File: src/rtl/trap_sequencer.sv
// Control FSM for the RV32IM core: mul/div wait, WFI sleep, interrupt entry and MRET return.
// Define TRAP_SEQ_WFI_TIMEOUT_EN to give WFI sleep a SLEEP_TO_CYCLES-cycle timeout.
module trap_sequencer #(
  parameter logic [3:0] INT_CODE0       = 4'd11,
  parameter logic [3:0] INT_CODE1       = 4'd7,
  parameter int         SLEEP_TO_CYCLES = 1024
) (
  input  logic       clk,
  input  logic       rst,
  input  logic       dec_valid,
  input  logic       dec_stall,
  input  logic       dec_intr_en,
  input  logic       int0,
  input  logic       int1,
  input  logic       is_muldiv,
  input  logic       is_wfi,
  input  logic       is_mret,
  input  logic       mul_rdy,
  input  logic       div_rdy,
  input  logic       csr_mie_we,
  input  logic       csr_mie_wdata,
  output logic [2:0] curr_state,
  output logic       muldiv_act,
  output logic       mstatus_we,
  output logic       mepc_we,
  output logic       pc_ld_mtvec,
  output logic       pc_ld_mepc,
  output logic       flush,
  output logic [1:0] int_ack,
  output logic       mie,
  output logic       mpie,
  output logic [3:0] mcause_code
);

  typedef enum logic [2:0] {
    INST          = 3'b000,
    MULDIV        = 3'b001,
    TRAP_MSTATUS  = 3'b010,
    TRAP_MEPC_SET = 3'b011,
    TRAP_MTVEC    = 3'b100,
    TRAP_MEPC_RET = 3'b101,
    TRAP_INT      = 3'b110,
    SLEEP         = 3'b111
  } state_t;

  state_t     state_reg, state_next;
  logic       mie_reg, mpie_reg;
  logic [3:0] cause_reg;
  logic       src_reg;          // 0 = int0, 1 = int1
  logic       sleep_timeout;

  wire take_int = dec_intr_en & mie_reg & (int0 | int1);
  wire dec_go   = dec_valid & ~dec_stall;

`ifdef TRAP_SEQ_WFI_TIMEOUT_EN
  localparam int CW = (SLEEP_TO_CYCLES > 1) ? $clog2(SLEEP_TO_CYCLES) : 1;
  localparam logic [CW-1:0] TO_LAST = CW'(SLEEP_TO_CYCLES - 1);
  logic [CW-1:0] sleep_cnt_reg;

  // Held at zero outside SLEEP, so every sleep starts counting from zero.
  always_ff @(posedge clk) begin
    if (rst || state_reg != SLEEP) begin
      sleep_cnt_reg <= '0;
    end else begin
      sleep_cnt_reg <= sleep_cnt_reg + 1'b1;
    end
  end

  assign sleep_timeout = (state_reg == SLEEP) && (sleep_cnt_reg == TO_LAST);
`else
  logic unused_cfg;
  assign unused_cfg    = ^SLEEP_TO_CYCLES;
  assign sleep_timeout = 1'b0;
`endif

  always_comb begin
    state_next = state_reg;
    case (state_reg)
      INST: begin
        if (take_int)                 state_next = TRAP_MSTATUS;
        else if (dec_go && is_muldiv) state_next = MULDIV;
        else if (dec_go && is_wfi)    state_next = SLEEP;
        else if (dec_go && is_mret)   state_next = TRAP_MEPC_RET;
      end
      MULDIV:        if (mul_rdy | div_rdy) state_next = INST;
      TRAP_MSTATUS:  state_next = TRAP_MEPC_SET;
      TRAP_MEPC_SET: state_next = TRAP_MTVEC;
      TRAP_MTVEC:    state_next = TRAP_INT;
      TRAP_INT:      state_next = INST;
      TRAP_MEPC_RET: state_next = INST;
      SLEEP:         if ((int0 | int1) || sleep_timeout) state_next = INST;
      default:       state_next = INST;
    endcase
  end

  always_ff @(posedge clk) begin
    if (rst) begin
      state_reg <= INST;
      mie_reg   <= 1'b0;
      mpie_reg  <= 1'b0;
      cause_reg <= 4'd0;
      src_reg   <= 1'b0;
    end else begin
      state_reg <= state_next;
      case (state_reg)
        INST: begin
          // A CSR write commits even when a trap is taken; TRAP_MSTATUS then clears mie.
          if (csr_mie_we) mie_reg <= csr_mie_wdata;
          if (take_int) begin
            src_reg   <= ~int0;
            cause_reg <= int0 ? INT_CODE0 : INT_CODE1;
          end
        end
        TRAP_MSTATUS: begin
          mpie_reg <= mie_reg;
          mie_reg  <= 1'b0;
        end
        TRAP_MEPC_RET: begin
          mie_reg  <= mpie_reg;
          mpie_reg <= 1'b1;
        end
        default: ;
      endcase
    end
  end

  always_comb begin
    muldiv_act  = 1'b0;
    mstatus_we  = 1'b0;
    mepc_we     = 1'b0;
    pc_ld_mtvec = 1'b0;
    pc_ld_mepc  = 1'b0;
    flush       = 1'b0;
    int_ack     = 2'b00;
    case (state_reg)
      MULDIV:        muldiv_act = 1'b1;
      TRAP_MSTATUS:  mstatus_we = 1'b1;
      TRAP_MEPC_SET: mepc_we    = 1'b1;
      TRAP_MTVEC: begin
        pc_ld_mtvec = 1'b1;
        flush       = 1'b1;
      end
      TRAP_MEPC_RET: begin
        mstatus_we = 1'b1;
        pc_ld_mepc = 1'b1;
        flush      = 1'b1;
      end
      TRAP_INT:      int_ack = src_reg ? 2'b10 : 2'b01;
      default: ;
    endcase
  end

  assign curr_state  = state_reg;
  assign mie         = mie_reg;
  assign mpie        = mpie_reg;
  assign mcause_code = cause_reg;

endmodule

File: config.mk
export PLATFORM = sky130hd
export DESIGN_NAME = trap_sequencer
export DESIGN_NICKNAME = d
export VERILOG_FILES = /design/src/rtl/trap_sequencer.sv
export SDC_FILE = /design/constraint.sdc
export NUM_CORES = 1
export LEC_CHECK = 0
export ABC_AREA = 0
export BUFFER_PORTS_ARGS = -buffer_cell sky130_fd_sc_hd__buf_2
export CAP_MARGIN = 5
export CORE_AREA = 4 4 43 45
export CTS_CLUSTER_SIZE = 10
export DETAILED_ROUTE_END_ITERATION = 10
export DIE_AREA = 0 0 47 49
export PLACE_DENSITY_LB_ADDON = 0.15
export SLEW_MARGIN = 20
export SYNTH_ARGS = -nofsm -noshare
export SYNTH_HDL_FRONTEND = slang
export SYNTH_SLANG_ARGS = --single-unit
File: constraint.sdc
create_clock -name clk -period 1.05 [get_ports clk]
set_input_delay 0.21 -clock clk [delete_from_list [all_inputs] [get_ports clk]]
set_output_delay 0.21 -clock clk [all_outputs]
set_load 0.03 [all_outputs]
# --- Word level (Yosys, flattened, before mapping) ---
# Cells that the tools add are included.
op_classes:
  eq_ne: 11
  muxes: 19
  bitwise_logic: 7
  reduce_logical: 12
ops:
  columns: ["operator", "count"]
  rows:
  - ["$pmux W3 S7", 1]
  - ["$mux W3", 6]
  - ["$eq A3 B3 Y1 const B", 4]
  - ["$mux W1", 7]
  - ["$eq A3 B2 Y1 const B", 2]
  - ["$ne A2 B2 Y1 const B", 3]
  - ["$reduce_or A2 Y1", 3]
  - ["$ne A5 B5 Y1 const B", 1]
  - ["$mux W2", 2]
  - ["$mux W4", 1]
  - ["$reduce_and A2 Y1", 2]
  - ["$and A1 B1 Y1", 3]
  - ["$eq A3 B1 Y1 const B", 1]
  - ["$logic_and A1 B1 Y1", 3]
  - ["$logic_not A3 Y1", 1]
  - ["$pmux W1 S3", 1]
  - ["$reduce_and A3 Y1", 1]
  - ["$reduce_bool A3 Y1", 1]
  - ["$not A1 Y1", 2]
  - ["$or A1 B1 Y1", 2]
  - ["$pmux W1 S2", 1]
  - ["$reduce_bool A2 Y1", 1]
totals:
  register_bits: 10
  in_bits: 14
  word_cells: 54

# --- Longest topological paths before layout ---
depth:
  ltp_word: 8
  mapped_depth: 5
  depth_no_buf: 4

# --- Worst setup path before layout ---
# Ideal clock, no wire load.
synth_timing:
  path_type: "reg2out"
  startpoint: "reg state_reg[2], in the netlist curr_state[2]"
  endpoint: "out pc_ld_mtvec"
  t_arrival_ns: 1.756
  slack_ns: -0.916
  stages_incl_launch_ff: 4
  path_buffers: 1
  cell_sequence: "dfxtp_1 > buf_2 > nor2b_1 > nor2b_1"
synth_between:
  elab_chain_len: 2
synth_rtl:
  columns: ["item", "line", "source"]
  rows:
  - ["start, declared", "46", "state_t state_reg, state_next;"]
  - ["start signal, assigned", "104", "state_reg <= state_next;"]
  - ["$eq A3 B3 Y1", "135", "case (state_reg)"]
  - ["$mux W1", "135", null]
  - ["end, declared", "26", "output logic pc_ld_mtvec,"]
# Every way passes these cells.

# --- Final worst setup path ---
layout_timing:
  startpoint: "reg state_reg[1], in the netlist curr_state[1]"
  endpoint: "reg state_reg[1], in the netlist curr_state[1]"
layout_between:
  elab_chain_len: 3
  word_cells_on_any_way: 14
layout_rtl:
  columns: ["item", "line", "source"]
  rows:
  - ["$eq A3 B3 Y1 (tied with other cells)", "78", "case (state_reg)"]
  - ["$reduce_or A2 Y1 (no line) (tied with other cells)", null, null]
  - ["$pmux W3 S7 or $reduce_and A3 Y1 (tied branches)", null, null]
# Several ways; a longest one is shown, not always the timed one.
# A chain may end at the register's enable or synchronous reset.

==> key figures <==
STA
  • RSZ-0062 raised after global routing: yes
  • Layout Skew: 2.94 ps
  • Min Hold Slack: 187 ps
  • Max Slew Vio Count: 0
  • Setup Total Neg Slack: -4530 ps
  • Relative slew slack: 83.8%
  • Maximum clock rate: 0.723 GHz
  • Final Hold Viols: 0
  • Fin crit period: 1380 ps
  • # setup viols final: 21
  • Final period util: 132%
  • Worst-Margin Slew: 240 ps
  • Final worst slack: -333 ps

Clock network
  • Worst skew pair latency: 280 ps
  • Bufs on Longest Clock Path: 2
  • CTS Buf Count: 3
  • Clk root buf: clkbuf_4
  • CTS clock-pin slew for the worst setup and hold paths: 60 ps
  • Clk sink count: 8
  • CTS tree: built
  • H-tree levels: 1
  • CTS Hold Bufs: 0

Worst hold path
  • Hold worst-path end: mie$_SDFFE_PP0P_
  • Hold path depth: 2
  • Hold_sp: rst
  • HP Class: primary input to register

Final layout
  • Final core utilization: 83.8%
  • Area of the multi-input gates: 482 um2
  • ANT cells: 0
  • Final Non-Filler Cells: 143
  • P&R area growth vs syn: 131%
  • Share of layout cells above drive strength 1: 77.2%
  • Fillers: 81
  • Cell area after layout: 0.00123 mm2
  • NumNets Final: 142
  • FF+latch area: 175 um2

GRT
  • Pin count of the biggest net entering global routing: 8
  • Gr usage total: 19.0%
  • Initial antenna violation count: 0
  • First-pass GRT wire length: 3.14 mm
  • Vias in the first global route: 731
  • Global route total overflow: 0

Logic synthesis
  • Synth cell types: 30
  • Ys Warns: 0
  • Synth Register Bits: 8
  • Mapped cell area: 533 um2
  • Syn_nets: 83
  • Main area contributors after synthesis: dfxtp_1, nor2_1, nor2b_1, a21oi_1, o21ai_0
  • Synth area leader: dfxtp_1
  • Post-synth top area share: 30.0%
  • Post-Synthesis Cells: 69
  • Register area share after synthesis: 30.0%
  • Main synth FF type: dfxtp_1
  • FFs w/ async S/R, synth: 0%
  • Mapped Avg Cell Area: 7.72 um2
  • EDFF count, synth: 0

Critical path
  • Worst EP arrival: 1590 ps
  • Worst r2r src: curr_state[1]$_SDFFE_PP0P_
  • RR Endpoint: curr_state[1]$_SDFFE_PP0P_
  • Worst reg-to-reg path cell count: 7
  • R2R Setup Slk: -330 ps
  • Worst-path maximum fanout: 7
  • Crit Path Class: register to register
  • CP Capture Type: register
  • Nature of the critical path startpoint: register
  • CP required: 1260 ps

Outcome
  • Failing checks: setup timing
  • Status: finished, violations left

Routing
  • Drt drc: 0
  • Vias/cell: 5.30
  • Post-route ant nets: 0
  • Initial DRC count: 6
  • Final WL: 2.31 mm
  • Post-DR wirelength/cell: 16.2 um
  • Via Count: 758
  • Drt first pass iters: 4

Die
  • Die area: 0.00230 mm2
  • Floorplan Core Area: 0.00147 mm2
  • Boundary Pins: 31
  • Die Wd: 47 um
  • Rows: 14
  • Die Height: 49 um
  • Initial Util: 36.2%

Power
  • Pwr Density: 2960 mW/mm2
  • Leakage: 0.569 nW
  • PnR Total Power: 3.65 mW
  • Maximum VDD drop: 0.00154 V

Flow run
  • Total of max-cap violations: 0

Place
  • Pre-CTS setup slack: -94.0 ps
  • Placed insts: 123
  • DP HPWL: 1.25 mm
  • RD Place Congestion: 0.790
  • Port bufs: 30
  • Placed Area: 868 um2
[report_power, final]
group	switching (mW)	leakage, nW	total, mW	internal, mW
combinational	1.29	0.485	2.75	1.46
sequential	0.162	0.0687	0.602	0.440
clock	0.149	0.0150	0.297	0.148
total	1.60	0.569	3.65	2.05
[layout make-up]
type,count,area share [%]
inverter,2,0.609
sequential,8,14.2
timing repair buffer,61,42.3
multi-input combinational,52,39.1
tap,16,1.62
clock buffer,4,2.13
[per-layer routing]
| layer | track usage [%] | share of wire [%] |
|---|---|---|
| met4 | 9.22 | 4.9 |
| met2 | 28.1 | 50 |
| met3 | 6.64 | 6.3 |
| met1 | 23.7 | 39 |
| met5 | 0 | 0 |
[how the worst max path moves through the flow]
| stage | startpoint | endpoint | slack (ps) | cells past startpoint |
|---|---|---|---|---|
| floorplan | curr_state[2]$_SDFFE_PP0P_ | pc_ld_mtvec | -210 | 3 |
| global placement | mie$_SDFFE_PP0P_ | curr_state[2]$_SDFFE_PP0P_ | -100 | 4 |
| detailed placement | curr_state[0]$_SDFFE_PP0P_ | mstatus_we | -90 | 4 |
| CTS | curr_state[1]$_SDFFE_PP0P_ | pc_ld_mtvec | -330 | 4 |
| global route | curr_state[1]$_SDFFE_PP0P_ | curr_state[1]$_SDFFE_PP0P_ | -410 | 7 |
| finish | curr_state[1]$_SDFFE_PP0P_ | curr_state[1]$_SDFFE_PP0P_ | -330 | 7 |
[repair_timing]
action | CTS | global route
setup endpoints to repair | 21 | 23
buffers inserted | 11 | 5
gates resized for setup | 42 | 25
pin swaps | 6 | 9
[worst max-delay path: stages, from the launching register on]
cell and delay (ps):
dfxtp_4 380, buf_12 130, buf_4 130, buf_6 130, or2_4 240, o31ai_1 70, a22oi_1 120, nor2_1 110
[cell usage after synthesis, types with 2 or more instances]
master and instances:
a21oi_1 5, buf_2 2, buf_4 3, dfxtp_1 8, inv_1 2, nand2_1 5
nor2_1 9, nor2b_1 5, nor3_1 2, nor3b_1 2, o21ai_0 5, o31ai_1 3
[layout by cell type (no fill, tap or decap), drive strengths merged, types with 2 or more instances in the layout]
| cell | count |
|---|---|
| buf | 61 |
| nor2 | 9 |
| dfxtp | 8 |
| nor2b | 6 |
| o21ai | 6 |
| a21oi | 5 |
| nand2 | 5 |
| clkbuf | 4 |
| nor3 | 3 |
| o31ai | 3 |
| nor3b | 2 |
| inv | 2 |
| nor4 | 2 |
[cells by family after synthesis]
| family | share of synthesized area [%] |
|---|---|
| AOI/OAI and AO/OA | 21.4 |
| buffers and inverters | 8.92 |
| and+or+nand+nor | 37.8 |
| DFF | 30.0 |
| muxes | 1.88 |
Note: power is estimated with default switching activity, not from simulation.
